File: src/rtl/oai32_bist_pkg.sv
// rtl/oai32_bist_pkg.sv - shared types, constants and golden model for the OAI32 BIST
// Purpose: FSM state encoding, vector-space constants and the expected-ZN function
//          used by the controller to grade the cell under test.
package oai32_bist_pkg;

  typedef enum logic {
    IDLE = 1'b0,
    RUN  = 1'b1
  } state_e;

  localparam int NVEC  = 32;
  localparam int VEC_W = 5;

  // Golden OAI32: v = {B2, B1, A3, A2, A1}
  function automatic logic exp_zn(input logic [VEC_W-1:0] v);
    return ~((v[0] | v[1] | v[2]) & (v[3] | v[4]));
  endfunction

endpackage

File: src/rtl/oai32_bist_cnt.sv
// rtl/oai32_bist_cnt.sv - settle counter and vector index for the OAI32 BIST
// Purpose: holds each vector for SETTLE_CYC cycles, then steps to the next one.
// Ports:
//   clk_i, rst_ni  - clock, asynchronous active-low reset
//   clr_i          - force index and settle counter to zero (idle / abort)
//   en_i           - advance while a run is active
//   vec_o          - current vector index (drives the stimulus directly)
//   settle_tc_o    - this edge is the sample edge of the current vector
//   last_vec_o     - current vector is the final one
module oai32_bist_cnt
  import oai32_bist_pkg::*;
#(
  parameter int SETTLE_CYC = 2
) (
  input  logic             clk_i,
  input  logic             rst_ni,
  input  logic             clr_i,
  input  logic             en_i,
  output logic [VEC_W-1:0] vec_o,
  output logic             settle_tc_o,
  output logic             last_vec_o
);

  localparam logic [3:0]       SETTLE_LAST = 4'(SETTLE_CYC - 1);
  localparam logic [VEC_W-1:0] VEC_LAST    = VEC_W'(NVEC - 1);

  logic [3:0]       settle_q, settle_d;
  logic [VEC_W-1:0] vec_q, vec_d;

  assign settle_tc_o = (settle_q == SETTLE_LAST);
  assign last_vec_o  = (vec_q == VEC_LAST);
  assign vec_o       = vec_q;

  // The index wraps 31 -> 0 on the final sample edge, so the stimulus
  // returns to all-zero by itself when a run completes.
  always_comb begin
    settle_d = settle_q;
    vec_d    = vec_q;
    if (clr_i) begin
      settle_d = 4'd0;
      vec_d    = '0;
    end else if (en_i) begin
      if (settle_tc_o) begin
        settle_d = 4'd0;
        vec_d    = vec_q + 1'b1;
      end else begin
        settle_d = settle_q + 4'd1;
      end
    end
  end

  always_ff @(posedge clk_i or negedge rst_ni) begin
    if (!rst_ni) begin
      settle_q <= 4'd0;
      vec_q    <= '0;
    end else begin
      settle_q <= settle_d;
      vec_q    <= vec_d;
    end
  end

endmodule

File: src/rtl/oai32_bist_ctrl.sv
// rtl/oai32_bist_ctrl.sv - exhaustive 32-vector BIST controller for an OAI32 cell
// Purpose: walks all 32 input combinations, compares ZN against the golden model
//          and reports mismatch count, first failing vector and pass/fail.
// Ports:
//   CLK, RN              - clock, asynchronous active-low reset
//   START, ABORT         - run request (IDLE only), immediate run termination
//   ZN                   - response of the cell under test
//   A1, A2, A3, B1, B2   - registered stimulus to the cell
//   BUSY, DONE           - run in progress, one-cycle completion pulse
//   PASS                 - last completed run had no mismatches
//   ERR_CNT, FAIL_VLD    - mismatch count, any mismatch since START
//   FIRST_FAIL           - index of the first mismatching vector
module oai32_bist_ctrl
  import oai32_bist_pkg::*;
#(
  parameter int SETTLE_CYC = 2
) (
  input  logic       CLK,
  input  logic       RN,
  input  logic       START,
  input  logic       ABORT,
  input  logic       ZN,
  output logic       A1,
  output logic       A2,
  output logic       A3,
  output logic       B1,
  output logic       B2,
  output logic       BUSY,
  output logic       DONE,
  output logic       PASS,
  output logic [5:0] ERR_CNT,
  output logic       FAIL_VLD,
  output logic [4:0] FIRST_FAIL
);

  state_e           state_q;
  logic             busy_q, done_q, pass_q, fail_vld_q;
  logic [5:0]       err_cnt_q, err_cnt_d;
  logic [4:0]       first_fail_q;
  logic [VEC_W-1:0] vec;
  logic             settle_tc, last_vec, mismatch;

  // Stimulus comes straight from the index register; it is held at zero
  // whenever the controller is idle.
  oai32_bist_cnt #(
    .SETTLE_CYC (SETTLE_CYC)
  ) u_cnt (
    .clk_i       (CLK),
    .rst_ni      (RN),
    .clr_i       ((state_q == IDLE) || ABORT),
    .en_i        (state_q == RUN),
    .vec_o       (vec),
    .settle_tc_o (settle_tc),
    .last_vec_o  (last_vec)
  );

  assign {B2, B1, A3, A2, A1} = vec;

  assign mismatch  = settle_tc && (ZN != exp_zn(vec));
  assign err_cnt_d = err_cnt_q + {5'd0, mismatch};

  always_ff @(posedge CLK or negedge RN) begin
    if (!RN) begin
      state_q      <= IDLE;
      busy_q       <= 1'b0;
      done_q       <= 1'b0;
      pass_q       <= 1'b0;
      err_cnt_q    <= 6'd0;
      fail_vld_q   <= 1'b0;
      first_fail_q <= 5'd0;
    end else begin
      done_q <= 1'b0;
      case (state_q)
        IDLE: begin
          if (START && !ABORT) begin
            state_q      <= RUN;
            busy_q       <= 1'b1;
            pass_q       <= 1'b0;
            err_cnt_q    <= 6'd0;
            fail_vld_q   <= 1'b0;
            first_fail_q <= 5'd0;
          end
        end
        RUN: begin
          if (ABORT) begin
            // Any compare landing on this edge is dropped; results so far stay.
            state_q <= IDLE;
            busy_q  <= 1'b0;
            pass_q  <= 1'b0;
          end else if (settle_tc) begin
            err_cnt_q <= err_cnt_d;
            if (mismatch && !fail_vld_q) begin
              fail_vld_q   <= 1'b1;
              first_fail_q <= vec;
            end
            if (last_vec) begin
              state_q <= IDLE;
              busy_q  <= 1'b0;
              done_q  <= 1'b1;
              pass_q  <= (err_cnt_d == 6'd0);
            end
          end
        end
        default: state_q <= IDLE;
      endcase
    end
  end

  assign BUSY       = busy_q;
  assign DONE       = done_q;
  assign PASS       = pass_q;
  assign ERR_CNT    = err_cnt_q;
  assign FAIL_VLD   = fail_vld_q;
  assign FIRST_FAIL = first_fail_q;

endmodule
File: config.mk
export PLATFORM = sky130hd
export DESIGN_NAME = oai32_bist_ctrl
export DESIGN_NICKNAME = d
export VERILOG_FILES = /design/src/rtl/oai32_bist_pkg.sv /design/src/rtl/oai32_bist_cnt.sv /design/src/rtl/oai32_bist_ctrl.sv
export SDC_FILE = /design/constraint.sdc
export NUM_CORES = 1
export LEC_CHECK = 0
export ABC_AREA = 1
export ABC_CLOCK_PERIOD_IN_PS = 2000
export BUFFER_PORTS_ARGS = -buffer_cell sky130_fd_sc_hd__buf_4
export CORE_AREA = 2 2 58 60
export DETAILED_ROUTE_END_ITERATION = 8
export DIE_AREA = 0 0 60 62
export GPL_TIMING_DRIVEN = 0
export PLACE_DENSITY = 0.66
export SLEW_MARGIN = 20
export SYNTH_ARGS = -nofsm -noshare
export SYNTH_HDL_FRONTEND = slang
export SYNTH_SLANG_ARGS = --single-unit
File: constraint.sdc
create_clock -name CLK -period 2 [get_ports CLK]
set_input_delay 0.3 -clock CLK [delete_from_list [all_inputs] [get_ports CLK]]
set_output_delay 0.3 -clock CLK [all_outputs]
set_load 0.01 [all_outputs]
Yosys cells after proc, flatten, opt, wreduce, memory -nomap -nowiden
Index checks and enable logic that the tools add are counted.
- register bits after elaboration: 25
- logic and storage cells: 78
- input bits: 5
- equal/unequal tests: 9
- bitwise logic cells: 6
- muxes and demuxes: 38
- add/subtract/negate cells: 3
- reductions and logical operators: 13
- operators by type and width (kind ; number):
    two-way mux 5 bit ; 7
    two-way mux 1 bit ; 19
    two-way mux 6 bit ; 3
    two-way mux 4 bit ; 3
    one-hot mux 6 bit (2 select lines) ; 1
    one-hot mux 5 bit (2 select lines) ; 1
    one-hot mux 1 bit (2 select lines) ; 4
    adder 6 x 1 -> 6 bit ; 1
    logical NOT 6 bit ; 1
    != test 2 x 1 -> 1 bit (second input constant) ; 3
    != test 3 x 2 -> 1 bit (second input constant) ; 2
    AND reduction 3 bit ; 2
    adder 5 x 1 -> 5 bit (second input constant) ; 1
    == test 5 bit (second input constant) ; 1
    adder 4 x 1 -> 4 bit (second input constant) ; 1
    == test 4 x 1 -> 1 bit (second input constant) ; 1
    AND reduction 4 bit ; 1
    nonzero test 2 bit ; 2
    logical AND 1 bit ; 3
    bitwise OR 1 bit ; 3
    logical NOT 1 bit ; 2
    != test 2 bit (second input constant) ; 1
    NOT 1 bit ; 2
    AND reduction 2 bit ; 1
    3 further kinds ; 3

Longest topological paths before layout
- depth after elaboration: 12
- mapped depth: 17
- gate-level depth less buffers: 17

Hierarchy
From an unflattened synthesis, not the netlist that was laid out.
- cells, all modules: 160
- area total of the unflattened synthesis: 1391.3 um^2
- by module, submodules not included (module ; sequential area each (um^2) ; area an instance (um^2) ; cells each ; instances):
    oai32_bist_ctrl ; 400.4 ; 842.1 ; 100 ; 1
    oai32_bist_cnt ; 225.2 ; 549.3 ; 60 ; 1

Least setup slack after synthesis
OpenSTA, ideal clock, no wires.
- kind: reg2reg
- from: register u_cnt.vec_q[0], in the netlist u_cnt.vec_o[0]
- to: register pass_q, in the netlist PASS
- data arrival time: 2.085 ns
- period minus slack after synthesis: 2.150 ns
- stages on the path, launching flop included: 16
- path buffers: 0
- required time: 1.935 ns
- library setup time: 0.065 ns
- setup slack: -0.150 ns
- cell sequence: dfrtp_1 inv_1 ha_1 nand2_1 nand3_1 nand2_2 nor2_4 ha_1 ha_1 nor2_1 nand2_4 nor2_2 nand2_1 nor2_2 nand3_1 nand2_1
- word-level cells in the longest chain between the ends: 12
- elaborated cells on any way between the ends: 15
- RTL lines (element ; line ; source):
    start, declared ; oai32_bist_cnt.sv:28 ; logic [VEC_W-1:0] vec_q, vec_d;
    start signal, assigned ; oai32_bist_cnt.sv:58 ; vec_q <= vec_d;
    bitwise OR 1 bit (2 in series) ; oai32_bist_pkg.sv:16 ; return ~((v[0] | v[1] | v[2]) & (v[3] | v[4]));
    bitwise AND 1 bit ; oai32_bist_pkg.sv:16 ;
    NOT 1 bit ; oai32_bist_pkg.sv:16 ;
    != test 1 bit ; oai32_bist_ctrl.sv:59 ; assign mismatch = settle_tc && (ZN != exp_zn(vec));
    logical AND 1 bit ; oai32_bist_ctrl.sv:59 ;
    adder 6 x 1 -> 6 bit ; oai32_bist_ctrl.sv:60 ; assign err_cnt_d = err_cnt_q + {5'd0, mismatch};
    logical NOT 6 bit ; oai32_bist_ctrl.sv:100 ; pass_q <= (err_cnt_d == 6'd0);
    two-way mux 1 bit ; oai32_bist_ctrl.sv:96 ; if (last_vec) begin
    two-way mux 1 bit ; oai32_bist_ctrl.sv:90 ; end else if (settle_tc) begin
    two-way mux 1 bit ; oai32_bist_ctrl.sv:85 ; if (ABORT) begin
    one-hot mux 1 bit (2 select lines) ; oai32_bist_ctrl.sv:73 ; case (state_q)
    end signal, assigned ; oai32_bist_ctrl.sv:100 ;
    end, declared ; oai32_bist_ctrl.sv:37 ; logic busy_q, done_q, pass_q, fail_vld_q;
Several ways; a longest one is shown, not always the timed one. The select of a mux whose other input is x is not followed.
A chain may end at the register's enable or synchronous reset.

Final worst setup path
Same ends and word-level chain as after synthesis.

==> impl_metrics.toml <==
[worst_setup_path]
path_class = "flop to flop"
r2r_end = "PASS"
cp_cell_sequence = "inv_2, ha_4, nand2_4, nand2_2, nand2_2, nand2_2, nor2_4, ha_4, ha_4, nor2_4, nand2_4, nor2_2, nand2_1, nor2_2, nand3_1, nand2_1"
cpPeakStageDelay_ns = 0.41
required_ns = 2.27
cp-end-kind = "flop"
crit_family = "simple AND/OR/NAND/NOR gates"
cp_max_fo = 2
crit_buf_inv = 1
crit_slowest_cell = "dfrtp_2"
reg2reg_slack_ns = 0.1
r2r_start = "u_cnt.vec_o[0]"
ff2ff_path_depth = 16
critPathLaunchType = "flop"
crit_arrival_ns = 2.17

[clock_tree]
htree_levels = 1
clkSinkCount = 25
cts_buffer_depth = 2
cts_buffers = 3
clk_pin_slew_ns = 0.14
insertion_delay_ns = 0.32
cts_tree = "yes"
ctsRootBufferMaster = "clkbuf_4"

[global_routing]
grt_max_degree = 26
grt_first_pass_wirelength_mm = 4.72
grt_antenna_before_repair = 0
overflow = 0
grt_usage = 0.169
grt_pass1_vias = 1035

[synth]
yosysTopAreaCellShare = 0.471
postSynthRegisterBits = 25
yosys_warnings = 0
synth_area_leaders = "dfrtp_1, nand3_1, nand2_1, ha_1, inv_1"
synth_top_cell_by_area = "dfrtp_1"
synth-seq-area-share = 0.471
synth_area_mm2 = 0.00133
syn_avg_cell_area_um2 = 8.85
postSynthNetCount = 162
synth_cell_types = 23
synth_cells = 150

[die]
die_w_um = 60
ios = 25
start_util = 0.418
placementRows = 21
die_y_um = 62
core_mm2 = 0.00318
die_area_mm2 = 0.00372

[layout]
regArea_um2 = 627
area_growth_pct = 31.3
final_cell_mix = "buf_4, nand2_1, dfrtp_1, nand3_1, inv_1"
fin_nets = 199
multi_input_area_um2 = 699
final_area_mm2 = 0.00174
fill_cells = 302
antennaDiodeCount = 0
final_util = 0.548
final_common_cell = "buf_4"
final_cells = 232
layout-drive-gt1-share = 0.360

[routing]
ant_nets = 0
wire_per_inst_um = 12.4
drc = 0
vias = 1128
dr.pass1.iters = 4
totalWireLength_mm = 2.87
vias_per_cell = 4.86
first_iter_violations = 34

[worst_hold_path]
hp-class = "primary input to flop"
hold_start = "ABORT"
holdPathEnd = "u_cnt.settle_q[1]"
min_path_cells = 4

[timing]
drv_slew = 0
setup_viol = 0
clock.fmax_ghz = 0.526
fin_crit_sh = 0.951
period_needed_ns = 1.90
hold_viol = 0
skew_ns = 0.00875
max_slew_margin = 0.783
worst_pin_slew_ns = 0.325
whs_ns = 0.294

[placement]
dpl.cell_count = 220
placed_area_mm2 = 0.00160
place_hpwl_mm = 2.05
placement.io_buffers = 24
gp_congestion = 0.809

[power]
p_per_area_mw_per_mm2 = 702
vdd_drop_max_mv = 0.309
p_leak_nw = 0.864

[run_status]
status = "complete, no violations"

[job]
drv_cap = 0
-- through the flow --
step,setup WS [ns],setup TNS [ns],total power [mW]
floorplan,0.0236,0,0.855
global placement,-0.0961,-0.122,0.968
detailed placement,-0.156,-0.237,0.980
CTS,0.00726,0,1.22
global route,-0.000276,-0.000276,1.30
finish,0.0981,0,1.22
-- per-layer routing --
layer	track usage	vias to the layer above	routed length, um
li1	-	558	-
met3	0.0228	6	85
met1	0.217	546	1260
met4	0.0476	0	39
met2	0.298	18	1490
met5	0	-	0
-- where the power goes --
part	leakage (nW)	internal, mW	total, mW	switching, mW
clock network	0.0150	0.0781	0.230	0.152
logic	0.507	0.160	0.401	0.241
registers	0.342	0.552	0.592	0.0407
-- worst min-delay path, stage by stage --
cell     delay (ns)
buf_4          0.10
nor2_4         0.05
nand2_4        0.10
nor2_1         0.04
-- cell type report --
cell class | count | share of cell area
multi-input cells | 105 | 0.401
flip-flops and latches | 25 | 0.360
repair buffers | 32 | 0.139
inverters | 18 | 0.0402
well taps | 46 | 0.0330
clock buffers | 4 | 0.0151
plain buffers | 2 | 0.0115
-- cell families (layout without fill, tap and decap cells) --
family	Yosys count	in the layout	share of synthesized area
adders and majority gates	7	7	0.0660
xor gates and xnor gates	3	3	0.0198
DFF	25	25	0.471
buffers and inverters	20	56	0.0679
AOI/OAI and AO/OA	13	13	0.0528
and+or+nand+nor	82	82	0.322
-- how the worst max path moves through the flow --
stage / startpoint / to / slack (ns) / cells past startpoint
after global placement: u_cnt.vec_o[0] / PASS / -0.1 / 16
after floorplan: u_cnt.vec_o[1] / PASS / 0.02 / 16
final: u_cnt.vec_o[0] / PASS / 0.1 / 16
after detailed placement: u_cnt.vec_o[0] / PASS / -0.16 / 16
after global routing: u_cnt.vec_o[0] / PASS / -0.0003 / 16
after CTS: u_cnt.vec_o[0] / PASS / 0.007 / 16
-- synthesized netlist by cell type --
| cell type | number |
|---|---|
| nand2_1 | 30 |
| dfrtp_1 | 25 |
| nand3_1 | 25 |
| inv_1 | 15 |
| nor2_1 | 11 |
| o21ai_0 | 8 |
| ha_1 | 7 |
| nand2_4 | 4 |
| nor2_2 | 4 |
| nor2_4 | 3 |
| a21oi_1 | 2 |
| inv_2 | 2 |
| nand2_2 | 2 |
| o22ai_1 | 2 |
| xor2_1 | 2 |
| buf_2 | 1 |
| buf_8 | 1 |
| inv_4 | 1 |
| nand4_1 | 1 |
| nand4_4 | 1 |
| nor3_1 | 1 |
| o211ai_1 | 1 |
| xnor2_1 | 1 |
-- what timing repair did --
action	in CTS	in global routing
endpoints found under the hold margin	25	0
hold buffers	1	0
endpoints found under the setup margin	3	3
gates resized for setup	0	12
pin swaps	1	8
buffers inserted	4	3
-- sequential cells by signal (all words and copies together) (netlist names), 4 cells and up --
signal and cells:
ERR_CNT 6, FIRST_FAIL 5, u_cnt.settle_q 4, u_cnt.vec_o 5
No activity file was read; power rests on OpenSTA's default activity.
